===== src/rtl/vga_scan_ctrl.sv =====
// vga_scan_ctrl: raster scan controller for the VGA pixel datapath.
// Divides clk into a pixel-enable strobe, steps the horizontal/vertical scan
// counters and decodes sync, active-video and line/frame boundary strobes.
//
// Ports:
//   clk        in   system clock (only clock)
//   rst        in   synchronous active-high reset
//   pix_en     out  one-clk strobe per pixel period
//   x          out  horizontal counter, 0..H_TOTAL-1 (registered)
//   y          out  vertical counter, 0..V_TOTAL-1 (registered)
//   hsync_n    out  horizontal sync, active low
//   vsync_n    out  vertical sync, active low
//   active     out  high while (x,y) is inside the visible region
//   line_end   out  pulse on the last clk of each line
//   frame_end  out  pulse on the last clk of each frame
module vga_scan_ctrl #(
    parameter int unsigned H_ACTIVE = 640,
    parameter int unsigned H_FP     = 16,
    parameter int unsigned H_SYNC   = 96,
    parameter int unsigned H_BP     = 48,
    parameter int unsigned V_ACTIVE = 480,
    parameter int unsigned V_FP     = 10,
    parameter int unsigned V_SYNC   = 2,
    parameter int unsigned V_BP     = 33,
    parameter int unsigned CLK_DIV  = 2
) (
    input  logic       clk,
    input  logic       rst,
    output logic       pix_en,
    output logic [9:0] x,
    output logic [9:0] y,
    output logic       hsync_n,
    output logic       vsync_n,
    output logic       active,
    output logic       line_end,
    output logic       frame_end
);

    localparam int unsigned CNT_W   = 10;
    localparam int unsigned H_TOTAL = H_ACTIVE + H_FP + H_SYNC + H_BP;
    localparam int unsigned V_TOTAL = V_ACTIVE + V_FP + V_SYNC + V_BP;
    localparam int unsigned DIV_W   = (CLK_DIV > 1) ? $clog2(CLK_DIV) : 1;

    localparam logic [DIV_W-1:0] DIV_LAST = DIV_W'(CLK_DIV - 1);
    localparam logic [DIV_W-1:0] DIV_ONE  = DIV_W'(1);
    localparam logic [CNT_W-1:0] CNT_ONE  = CNT_W'(1);
    localparam logic [CNT_W-1:0] H_LAST   = CNT_W'(H_TOTAL - 1);
    localparam logic [CNT_W-1:0] V_LAST   = CNT_W'(V_TOTAL - 1);
    localparam logic [CNT_W-1:0] H_VIS    = CNT_W'(H_ACTIVE);
    localparam logic [CNT_W-1:0] V_VIS    = CNT_W'(V_ACTIVE);
    localparam logic [CNT_W-1:0] HS_START = CNT_W'(H_ACTIVE + H_FP);
    localparam logic [CNT_W-1:0] HS_STOP  = CNT_W'(H_ACTIVE + H_FP + H_SYNC);
    localparam logic [CNT_W-1:0] VS_START = CNT_W'(V_ACTIVE + V_FP);
    localparam logic [CNT_W-1:0] VS_STOP  = CNT_W'(V_ACTIVE + V_FP + V_SYNC);

    logic [DIV_W-1:0] div, div_nxt;
    logic [CNT_W-1:0] hcnt, hcnt_nxt;
    logic [CNT_W-1:0] vcnt, vcnt_nxt;
    logic             h_last;

    // With CLK_DIV == 1, DIV_LAST is 0 and div never leaves 0, so the strobe
    // is constantly high, including while reset is held.
    assign pix_en = (div == DIV_LAST);
    assign h_last = (hcnt == H_LAST);

    // Next-state for divider and scan counters.
    always_comb begin
        div_nxt  = div;
        hcnt_nxt = hcnt;
        vcnt_nxt = vcnt;
        if (div == DIV_LAST) begin
            div_nxt = '0;
        end else begin
            div_nxt = div + DIV_ONE;
        end
        if (pix_en) begin
            if (h_last) begin
                hcnt_nxt = '0;
                vcnt_nxt = (vcnt == V_LAST) ? '0 : vcnt + CNT_ONE;
            end else begin
                hcnt_nxt = hcnt + CNT_ONE;
            end
        end
    end

    // State registers; reset overrides any pending pixel step.
    always_ff @(posedge clk) begin
        if (rst) begin
            div  <= '0;
            hcnt <= '0;
            vcnt <= '0;
        end else begin
            div  <= div_nxt;
            hcnt <= hcnt_nxt;
            vcnt <= vcnt_nxt;
        end
    end

    assign x = hcnt;
    assign y = vcnt;

    // Zero-latency decodes from the registered counters.
    assign hsync_n   = !((hcnt >= HS_START) && (hcnt < HS_STOP));
    assign vsync_n   = !((vcnt >= VS_START) && (vcnt < VS_STOP));
    assign active    = (hcnt < H_VIS) && (vcnt < V_VIS);
    assign line_end  = pix_en && h_last;
    assign frame_end = line_end && (vcnt == V_LAST);

endmodule


===== config.mk =====
export PLATFORM = sky130hd
export DESIGN_NAME = vga_scan_ctrl
export DESIGN_NICKNAME = d
export VERILOG_FILES = /design/src/rtl/vga_scan_ctrl.sv
export SDC_FILE = /design/constraint.sdc
export NUM_CORES = 1
export LEC_CHECK = 0
export BUFFER_PORTS_ARGS = -buffer_cell sky130_fd_sc_hd__buf_2
export CAP_MARGIN = 20
export CORE_MARGIN = 2
export CORE_UTILIZATION = 55
export DETAILED_ROUTE_END_ITERATION = 8
export PLACE_DENSITY = 0.88
export RECOVER_POWER = 50
export REMOVE_ABC_BUFFERS = 1
export SKIP_LAST_GASP = 1
export SLEW_MARGIN = 20
export SYNTH_ARGS = -nofsm -noshare
export SYNTH_HDL_FRONTEND = slang
export SYNTH_SLANG_ARGS = --single-unit

===== constraint.sdc =====
create_clock -name clk -period 4.4 [get_ports clk]
set_clock_uncertainty 0.15 [all_clocks]
set_input_delay 0.22 -clock clk [delete_from_list [all_inputs] [get_ports clk]]
set_output_delay 0.22 -clock clk [all_outputs]
set_load 0.03 [all_outputs]

# Word-level counts from Yosys, hierarchy flattened
# Cells that the tools add are included.
[classes]
n_addsub = 3
mul = 0
div_mod_pow = 0
n_lt_le_gt_ge = 6
n_eq_ne = 2
shift = 0
mux = 2
n_bitwise = 0
reduce_logical = 9
[op_table]
columns = ["operator", "n"]
rows = [
  ["adder 10 x 1 -> 10 bit (second input constant)", 2],
  ["== test 10 bit (second input constant)", 2],
  ["< comparator 10 bit (second input constant)", 2],
  ["< comparator 10 x 9 -> 1 bit (second input constant)", 2],
  ["2-to-1 mux 10 bit", 2],
  ["greater-or-equal comparator 10 bit (second input constant)", 1],
  ["greater-or-equal comparator 10 x 9 -> 1 bit (second input constant)", 1],
  ["logical AND 1 bit", 5],
  ["logical NOT 1 bit", 2],
  ["AND reduction 2 bit", 1],
  ["OR reduction 2 bit", 1],
  ["adder 1 bit (second input constant)", 1],
]
[word_totals]
register_bits = 21
latch_bits = 0
ramBits = 0
romBits = 0
output_inout_bits = 26
word_cells = 25
n_memories = 0

# Depth between registers and ports, before layout
# Gate-level depths: netlist of run 1.
[depth]
depth_word = 3
depth_mapped = 6
mapped_depth_nobuf = 6

# Worst setup path before layout of run 1
# No wires, ideal clock.
[synth_timing]
kind = "register to register"
from = "register hcnt[0] (netlist: x[0])"
to = "register vcnt[9] (netlist: y[9])"
arrival_time_ns = 1.842
t_required_ns = 4.105
slack_ns = 2.262
stages_incl_launch_ff = 6
path_buffers = 0
cell_sequence = "dfxtp_1 ha_1 and3_1 nand3_1 nor2_1 nor4_2"
[synth_via]
elab_chain_len = 2
[synth_rtl]
columns = ["item", "line_no", "rtl"]
rows = [
  ["from (decl)", "57", "logic [CNT_W-1:0] hcnt, hcnt_nxt;"],
  ["from (signal assigned)", "94", "hcnt <= hcnt_nxt;"],
  ["== test 10 bit", "64", "assign h_last = (hcnt == H_LAST);"],
  ["AND reduction 2 bit (no line)", "--", ""],
  ["to (signal assigned)", "95", "vcnt <= vcnt_nxt;"],
  ["to (decl)", "58", "logic [CNT_W-1:0] vcnt, vcnt_nxt;"],
]
# Every way passes these cells.
# A chain may end at the register's enable or synchronous reset.

# Worst setup path after layout of run 1
[layout_timing]
from = "register hcnt[4] (netlist: x[4])"
to = "output frame_end"
[layout_via]
elab_chain_len = 3
[layout_rtl]
columns = ["item", "line_no", "rtl"]
rows = [
  ["== test 10 bit", "64", ""],
  ["logical AND 1 bit", "106", "assign line_end = pix_en && h_last;"],
  ["logical AND 1 bit", "107", "assign frame_end = line_end && (vcnt == V_LAST);"],
  ["to (decl)", "36", "output logic frame_end"],
]
# Every way passes these cells.

==> results of run 1 <==
per-layer routing:
metal  up-vias  global-route usage (%)  wire length, um
met2        53                    36.3             1160
met5         -                       0                0
li1        511                       -                -
met3         4                    3.68              172
met1       488                    29.3             1110
met4         0                    7.14               19
path summary, 6_finish.rpt:
| path | to | slack, ns |
|---|---|---|
| min reg2reg | y[8]$_SDFFE_PP0P_ | 0.37 |
| max reg2reg | y[5]$_SDFFE_PP0P_ | 2.34 |
| min | pix_en$_SDFF_PP0_ | 0.03 |
| max | frame_end | 1.99 |
per-stage QoR:
step / worst slack [ns] / cell area (um^2) / util [%] / hold WS (ns) / power, mW
after floorplan: 2.26 / 1090 / - / 0.137 / 0.211
after detailed placement: 2.37 / 1260 / 65.1 / 0.350 / 0.217
after global routing: 1.83 / 1260 / 65.1 / 0.0372 / 0.318
after CTS: 2.02 / 1290 / 66.4 / 0.0324 / 0.308
final: 1.99 / 1260 / 65.1 / 0.0292 / 0.306
after global placement: 2.44 / 1260 / 65.1 / 0.347 / 0.216
state kept, by name, summed over array words and instances, names as in the netlist:
name    flops
y          10
x          10
pix_en      1
cell type report:
class,instances,area [um^2]
multi-input combinational,98,656
timing repair buffer,27,109
inverter,5,18.8
clock buffer,4,26.3
sequential,21,420
tap,27,33.8
fill,190,678
layout by cell type, fill, tap and decap left out:
cell | synthesis | final
sky130_fd_sc_hd__o31ai_1 | 1 | 1
sky130_fd_sc_hd__o211ai_1 | 1 | 1
sky130_fd_sc_hd__inv_1 | 5 | 5
sky130_fd_sc_hd__o21bai_1 | 1 | 1
sky130_fd_sc_hd__o21a_1 | 1 | 1
sky130_fd_sc_hd__or3_1 | 1 | 1
sky130_fd_sc_hd__nand2b_1 | 2 | 2
sky130_fd_sc_hd__xnor2_1 | 6 | 6
sky130_fd_sc_hd__nand3_1 | 12 | 12
sky130_fd_sc_hd__a21oi_1 | 5 | 5
sky130_fd_sc_hd__and4_1 | 3 | 3
sky130_fd_sc_hd__o21ai_0 | 1 | 1
sky130_fd_sc_hd__nor4bb_1 | 1 | 1
sky130_fd_sc_hd__ha_1 | 5 | 5
sky130_fd_sc_hd__nand3b_1 | 1 | 1
sky130_fd_sc_hd__dfxtp_1 | 21 | 21
sky130_fd_sc_hd__buf_2 | 0 | 6
sky130_fd_sc_hd__or4b_4 | 1 | 1
sky130_fd_sc_hd__mux2i_1 | 2 | 2
sky130_fd_sc_hd__clkbuf_4 | 0 | 3
sky130_fd_sc_hd__or4_1 | 2 | 2
sky130_fd_sc_hd__nor3_1 | 4 | 4
sky130_fd_sc_hd__nor4_2 | 1 | 1
sky130_fd_sc_hd__clkbuf_1 | 5 | 22
sky130_fd_sc_hd__nor4b_1 | 2 | 2
sky130_fd_sc_hd__nor4_1 | 2 | 2
sky130_fd_sc_hd__nand2_1 | 6 | 6
sky130_fd_sc_hd__xor2_1 | 8 | 8
sky130_fd_sc_hd__and3_1 | 3 | 3
sky130_fd_sc_hd__nor2_1 | 17 | 17
sky130_fd_sc_hd__nor4_4 | 1 | 1
sky130_fd_sc_hd__nand4_1 | 8 | 8
logic make-up (layout without fill, tap and decap cells):
group / Yosys count / after routing
simple gates: 67 / 67
flops: 21 / 21
xor+xnor: 14 / 14
compound gates: 10 / 10
buf+inv: 10 / 36
fa+ha+maj: 5 / 5
mux: 2 / 2
power breakdown:
part | internal [mW] | total (mW) | switching (mW)
sequential | 0.192 | 0.197 | 0.00413
clock | 0.0354 | 0.0943 | 0.0589
combinational | 0.00454 | 0.0154 | 0.0108
critical path, stage by stage (launching register included):
cell                      delay, ns
sky130_fd_sc_hd__dfxtp_1       0.48
sky130_fd_sc_hd__nor4b_1       0.46
sky130_fd_sc_hd__nand3_1       0.27
sky130_fd_sc_hd__nor2_1        0.28
sky130_fd_sc_hd__buf_2         0.24
==> reports/metrics.json, run 1 <==
{
  "drive_gt1_share": {"value": 7.74, "unit": "%"},
  "wire_length_of_the_first_global_routing_pass": {"value": 4190, "unit": "um"},
  "synthTopCellsByCount": {"value": "sky130_fd_sc_hd__dfxtp_1 (21), sky130_fd_sc_hd__nor2_1 (17), sky130_fd_sc_hd__nand3_1 (12)"},
  "slew_headroom": {"value": 67.3, "unit": "%"},
  "postCtsHoldBufs": {"value": 0},
  "power.density_cell_area": {"value": 242, "unit": "nW/um^2"},
  "place_congestion": {"value": 0.869},
  "synthDistinctLibCells": {"value": 30},
  "synth.avg_cell_area": {"value": 8.63, "unit": "um^2"},
  "fin_tns_setup": {"value": 0, "unit": "ns"},
  "final.min_clock_period": {"value": 2.41, "unit": "ns"},
  "pleak": {"value": 0.434, "unit": "nW"},
  "max-cap-violations": {"value": 0},
  "timing.critical_path.to_type": {"value": "primary output"},
  "cp_data_arrival_time": {"value": 2.04, "unit": "ns"},
  "chipHeight": {"value": 49.0, "unit": "um"},
  "setup_viol_count_final": {"value": 0},
  "grt_util_all_layers": {"value": 22.0, "unit": "%"},
  "cts-root-to-sink-buffers": {"value": 2},
  "dr_total_vias": {"value": 1056},
  "unrepaired_setup_endpoints_after_global_routing": {"value": "false"},
  "row_count": {"value": 16},
  "die_area": {"value": 2400, "unit": "um^2"},
  "post_synthesis_cell_type_with_the_largest_combined_area": {"value": "sky130_fd_sc_hd__dfxtp_1"},
  "core_region_area": {"value": 1940, "unit": "um^2"},
  "post-synth-top-area-fraction": {"value": 37.8, "unit": "%"},
  "synth_top_family_by_area": {"value": "simple AND/OR/NAND/NOR gates"},
  "synth-compound-area-share": {"value": 5.39, "unit": "%"},
  "timing.final.hold_violations": {"value": 0},
  "synth-xor-area-share": {"value": 11.0, "unit": "%"},
  "mappedNetlistArea": {"value": 1110, "unit": "um^2"},
  "drc": {"value": 0},
  "wl_per_cell": {"value": 13.5, "unit": "um"},
  "grt_start_max_net_pins": {"value": 12},
  "cts.repair_timing.setup_buffer_count": {"value": 0},
  "slew_at_the_pin_with_the_worst_max_slew_slack": {"value": 0.484, "unit": "ns"},
  "cts.repair.resized": {"value": 0},
  "worstHoldPathCells": {"value": 2},
  "sum_of_net_half_perimeters_after_detailed_placement": {"value": 1770, "unit": "um"},
  "register_clock_pin_slew_on_the_reported_worst_setup_and_hold_paths": {"value": 0.12, "unit": "ns"},
  "vdd_ir_drop_max": {"value": 0.165, "unit": "mV"},
  "clock-sinks": {"value": 21},
  "timing.critical_path.from": {"value": "x[4]$_SDFFE_PP0P_"},
  "regToRegStartpoint": {"value": "x[4]$_SDFFE_PP0P_"},
  "totalWireLength": {"value": 2460, "unit": "um"},
  "synth_ff_type": {"value": "sky130_fd_sc_hd__dfxtp_1"},
  "critical_path.startpoint_type": {"value": "register"},
  "synth-warning-count": {"value": 0},
  "place.detailed.instances": {"value": 178},
  "synth-simple-area-share": {"value": 35.1, "unit": "%"},
  "clock_tree.root_cell": {"value": "sky130_fd_sc_hd__clkbuf_4"},
  "first_global_vias": {"value": 949},
  "period_share": {"value": 54.8, "unit": "%"},
  "detail-route-antenna-nets": {"value": 0},
  "status": {"value": "finished, final reports clean"},
  "synth-seq-area-share": {"value": 37.8, "unit": "%"},
  "synth_cells": {"value": 129},
  "critPathRequiredTime": {"value": 4.03, "unit": "ns"},
  "synth.top_cells.by_area": {"value": "sky130_fd_sc_hd__dfxtp_1 (38%), sky130_fd_sc_hd__xor2_1 (6.3%), sky130_fd_sc_hd__nor2_1 (5.7%), sky130_fd_sc_hd__ha_1 (5.6%), sky130_fd_sc_hd__nand3_1 (5.4%)"},
  "grt_antenna_before_repair": {"value": 0},
  "synth_edf_count": {"value": 0},
  "worstHoldPathType": {"value": "in -> reg"},
  "design.portCount": {"value": 28},
  "yosysMostFrequentCell": {"value": "sky130_fd_sc_hd__dfxtp_1"},
  "die_w": {"value": 49.0, "unit": "um"},
  "biggest_fanout_along_the_worst_timing_path": {"value": 9},
  "grt.overflow.total": {"value": 0},
  "synthMuxAreaShare": {"value": 1.80, "unit": "%"},
  "criticalPathCategory": {"value": "reg -> out"},
  "final_cells": {"value": 182},
  "min_from": {"value": "rst"},
  "num-nets-final": {"value": 163},
  "async_reset_ff_share": {"value": 0, "unit": "%"},
  "clock_latency_late_sink": {"value": 0.31, "unit": "ns"},
  "routed_via_density": {"value": 5.80},
  "drt_iter0_drc": {"value": 35},
  "flow.area_growth_from_synthesis": {"value": 13.5, "unit": "%"},
  "max_freq": {"value": 415, "unit": "MHz"},
  "htree_levels": {"value": 1},
  "drt-pass1-iter-count": {"value": 6},
  "r2r_cells": {"value": 4},
  "timing_max_transition_violations_final": {"value": 0},
  "initial_utilization": {"value": 57.3, "unit": "%"},
  "num_antenna_cells": {"value": 0},
  "cts_buffers": {"value": 3},
  "post_synth_fa_ha_maj_area_fraction": {"value": 5.62, "unit": "%"},
  "numPortBuffers": {"value": 27},
  "cts_tree": {"value": "yes"},
  "ys_ff_latch": {"value": 21}
}
No activity file was read; power rests on OpenSTA's default activity.
==> inputs of run 2 (changes only) <==
Settings changed: CORE_UTILIZATION 55 to 51, PLACE_DENSITY 0.88 to 0.83.
Clock period 4.4 ns to 2.22 ns, I/O delays scaled along.
==> run 2 against run 1 <==
Net effect:
- cell area increased by 5.2%
- total power increased by 99%
- register-to-register slack got worse by 2.1 ns
- via count increased by 2.3%
- hold slack improved by 0.35 ns
- final cell count increased by 3.3%
- critical path depth increased by 2
- wire length increased by 4.4%
- clock power increased by 95%
- flip-flop and latch count unchanged
==> reports/metrics.json, run 2 (same netlist as run 1, synthesis figures left out) <==
{
  "regToRegStartpoint": {"value": "x[4]$_SDFFE_PP0P_"},
  "detail-route-antenna-nets": {"value": 0, "change": "unchanged"},
  "critical_path_buf_inv_count": {"value": 2, "change": "+1"},
  "die_w": {"value": 50.7, "unit": "um", "change": "+3.5%"},
  "clock_latency_late_sink": {"value": 0.31, "unit": "ns", "change": "about the same"},
  "final.hold.worst_slack": {"value": 0.377, "unit": "ns", "change": "+0.348 ns"},
  "wire_length_of_the_first_global_routing_pass": {"value": 4410, "unit": "um", "change": "+5.3%"},
  "combPwrFrac": {"value": 6.4, "unit": "%", "change": "+1.4 points"},
  "worst_path_max_delay_cell": {"value": "sky130_fd_sc_hd__dfxtp_1"},
  "grt_util_all_layers": {"value": 22.9, "unit": "%", "change": "+0.84 points"},
  "criticalPathCategory": {"value": "reg -> out"},
  "timing.final.hold_violations": {"value": 0, "change": "unchanged"},
  "cp_data_arrival_time": {"value": 1.84, "unit": "ns", "change": "-0.20 ns"},
  "htree_levels": {"value": 1, "change": "unchanged"},
  "first_global_vias": {"value": 974, "change": "+2.6%"},
  "cts-root-to-sink-buffers": {"value": 2, "change": "unchanged"},
  "hold-path-endpoint": {"value": "x[1]$_SDFFE_PP0P_"},
  "pleak": {"value": 0.464, "unit": "nW", "change": "+7.0%"},
  "dr_total_vias": {"value": 1080, "change": "+2.3%"},
  "timing_max_transition_violations_final": {"value": 0, "change": "unchanged"},
  "flow.area_growth_from_synthesis": {"value": 19.4, "unit": "%"},
  "period_share": {"value": 94.4, "unit": "%"},
  "place_congestion": {"value": 0.901, "change": "+3.7%"},
  "internal-power": {"value": 0.464, "unit": "mW", "change": "+100%"},
  "drt_iter0_drc": {"value": 47, "change": "+34%"},
  "vdd_ir_drop_max": {"value": 0.421, "unit": "mV", "change": "+150%"},
  "core_region_area": {"value": 2000, "unit": "um^2", "change": "+3.1%"},
  "mostFrequentLayoutCell": {"value": "sky130_fd_sc_hd__clkbuf_1"},
  "critical_path.max_stage_delay": {"value": 0.40, "unit": "ns", "change": "-0.08 ns"},
  "wl_per_cell": {"value": 13.7, "unit": "um", "change": "+1.1%"},
  "clock-sinks": {"value": 21, "change": "unchanged"},
  "register_to_register_setup_slack": {"value": 0.21, "unit": "ns", "change": "-2.13 ns"},
  "setup_viol_count_final": {"value": 0, "change": "unchanged"},
  "numPortBuffers": {"value": 27, "change": "unchanged"},
  "critPathRequiredTime": {"value": 1.96, "unit": "ns", "change": "-2.07 ns"},
  "grt_antenna_before_repair": {"value": 0, "change": "unchanged"},
  "critical_path.startpoint_type": {"value": "register"},
  "worstHoldPathCells": {"value": 2, "change": "unchanged"},
  "max-cap-violations": {"value": 0, "change": "unchanged"},
  "r2r_cells": {"value": 4, "change": "unchanged"},
  "num_antenna_cells": {"value": 0, "change": "unchanged"},
  "drt-pass1-iter-count": {"value": 4, "change": "-2"},
  "unrepaired_setup_endpoints_after_global_routing": {"value": "false"},
  "power.share.sequential": {"value": 63.4, "unit": "%", "change": "-0.8 points"},
  "drc": {"value": 0, "change": "unchanged"},
  "register_clock_pin_slew_on_the_reported_worst_setup_and_hold_paths": {"value": 0.12, "unit": "ns", "change": "about the same"},
  "power.density_cell_area": {"value": 457, "unit": "nW/um^2", "change": "+89%"},
  "final_cell_mix": {"value": "sky130_fd_sc_hd__clkbuf_1 (23), sky130_fd_sc_hd__dfxtp_1 (21), sky130_fd_sc_hd__nor2_1 (16)"},
  "design.portCount": {"value": 28, "change": "unchanged"},
  "worstHoldPathType": {"value": "reg -> reg"},
  "status": {"value": "finished, final reports clean"},
  "max_freq": {"value": 477, "unit": "MHz"},
  "cts_buffers": {"value": 3, "change": "unchanged"},
  "min_from": {"value": "x[1]$_SDFFE_PP0P_"},
  "grt_start_max_net_pins": {"value": 12, "change": "unchanged"},
  "grt.overflow.total": {"value": 0, "change": "unchanged"},
  "biggest_fanout_along_the_worst_timing_path": {"value": 6, "change": "-3"},
  "drive_gt1_share": {"value": 12.4, "unit": "%", "change": "+4.7 points"},
  "clock_group_share_of_total_power": {"value": 30.2, "unit": "%", "change": "-0.6 points"},
  "routed_via_density": {"value": 5.74, "change": "-0.99%"},
  "clock_tree.root_cell": {"value": "sky130_fd_sc_hd__clkbuf_4"},
  "final.min_clock_period": {"value": 2.10, "unit": "ns"},
  "timing.rr.end": {"value": "y[9]$_SDFFE_PP0P_"},
  "sum_of_net_half_perimeters_after_detailed_placement": {"value": 1900, "unit": "um", "change": "+7.2%"},
  "chipHeight": {"value": 50.7, "unit": "um", "change": "+3.5%"},
  "initial_utilization": {"value": 55.6, "unit": "%", "change": "-1.7 points"},
  "critical-path-top-delay-family": {"value": "simple AND/OR/NAND/NOR gates"},
  "p_sw_share": {"value": 23.7, "unit": "%", "change": "-0.39 points"},
  "row_count": {"value": 16, "change": "unchanged"},
  "fin_tns_setup": {"value": 0, "unit": "ns", "change": "unchanged"},
  "timing.critical_path.to_type": {"value": "primary output"},
  "totalWireLength": {"value": 2570, "unit": "um", "change": "+4.4%"},
  "num-nets-final": {"value": 169, "change": "+3.7%"},
  "slew_headroom": {"value": 75.0, "unit": "%", "change": "+7.7 points"},
  "critical_path.cell_chain": {"value": "inv_1 > ha_1 > nor4bb_2 > nand3b_1 > nor2_2 > clkbuf_4"},
  "cts_tree": {"value": "yes"},
  "slew_at_the_pin_with_the_worst_max_slew_slack": {"value": 0.371, "unit": "ns", "change": "-0.113 ns"},
  "power_switching": {"value": 0.144, "unit": "mW", "change": "+95%"},
  "die_area": {"value": 2570, "unit": "um^2", "change": "+7.2%"}
}
==> run 2: cell types whose count changed in the layout (fill, tap and decap cells not counted), sizes merged <==
| cell | previous run | this run |
|---|---|---|
| buf | 6 | 9 |
| clkbuf | 25 | 27 |
| dlygate4sd3 | 0 | 1 |
==> run 2: how the worst max path moves through the flow <==
| stage | start | depth (start not counted) | to |
|---|---|---|---|
| final | y[0]$_SDFFE_PP0P_ | 6 | frame_end |
| after global routing | y[0]$_SDFFE_PP0P_ | 6 | frame_end |
| after CTS | y[0]$_SDFFE_PP0P_ | 6 | frame_end |
| after detailed placement | x[4]$_SDFFE_PP0P_ | 4 | y[8]$_SDFFE_PP0P_ |
| after global placement | x[4]$_SDFFE_PP0P_ | 4 | y[8]$_SDFFE_PP0P_ |
| after floorplan | x[0]$_SDFFE_PP0P_ | 5 | y[9]$_SDFFE_PP0P_ |
==> run 2: final cells by class <==
cell class / instances / area, um^2
inverters: 5 / 18.8
well taps: 27 / 33.8
clock buffers: 4 / 26.3
fillers: 189 / 672
multi-input cells: 98 / 676
flip-flops and latches: 21 / 420
repair buffers: 33 / 155
==> run 2: per-stage QoR <==
step	util, %	cells	setup WS, ns	cell area (um^2)	power, mW
2_1_floorplan	-	124	0.0819	1090	0.418
4_1_cts	66.8	187	0.104	1340	0.614
3_5_place_dp	64.6	182	0.196	1290	0.434
6_report	66.4	188	0.123	1330	0.608
3_3_place_gp	64.6	182	0.297	1290	0.432
5_1_grt	66.4	188	0.0110	1330	0.630
==> run 2: what timing repair did <==
| action | in CTS | in global routing |
|---|---|---|
| hold endpoints to repair | 6 | 0 |
| setup buffers | 0 | 1 |
| pin swaps | 0 | 2 |
| setup endpoints to repair | 1 | 1 |
| gates resized for setup | 1 | 4 |
| hold buffers | 1 | 0 |
==> run 2: worst min-delay path: stages (launching register included) <==
cell and delay, ns:
sky130_fd_sc_hd__dfxtp_1 0.36, sky130_fd_sc_hd__nand2b_1 0.08, sky130_fd_sc_hd__a21oi_1 0.05
==> run 2: power by group through the flow <==
stage | Clock (mW) | Combinational, mW | Sequential (mW)
CTS | 0.187 | 0.0406 | 0.386
finish | 0.184 | 0.0388 | 0.386
detailed placement | 0 | 0.0390 | 0.395
global route | 0.199 | 0.0436 | 0.387
global placement | 0 | 0.0375 | 0.394
floorplan | 0 | 0.0126 | 0.405
==> run 2: per-layer routing <==
metal  vias up  wire length [um]  global-route usage, %
met1       504              1110                   28.5
met2        46              1250                   38.2
met4         0                34                   10.4
met3         6               174                   4.17
met5         -                 0                      0
li1        524                 -                      -
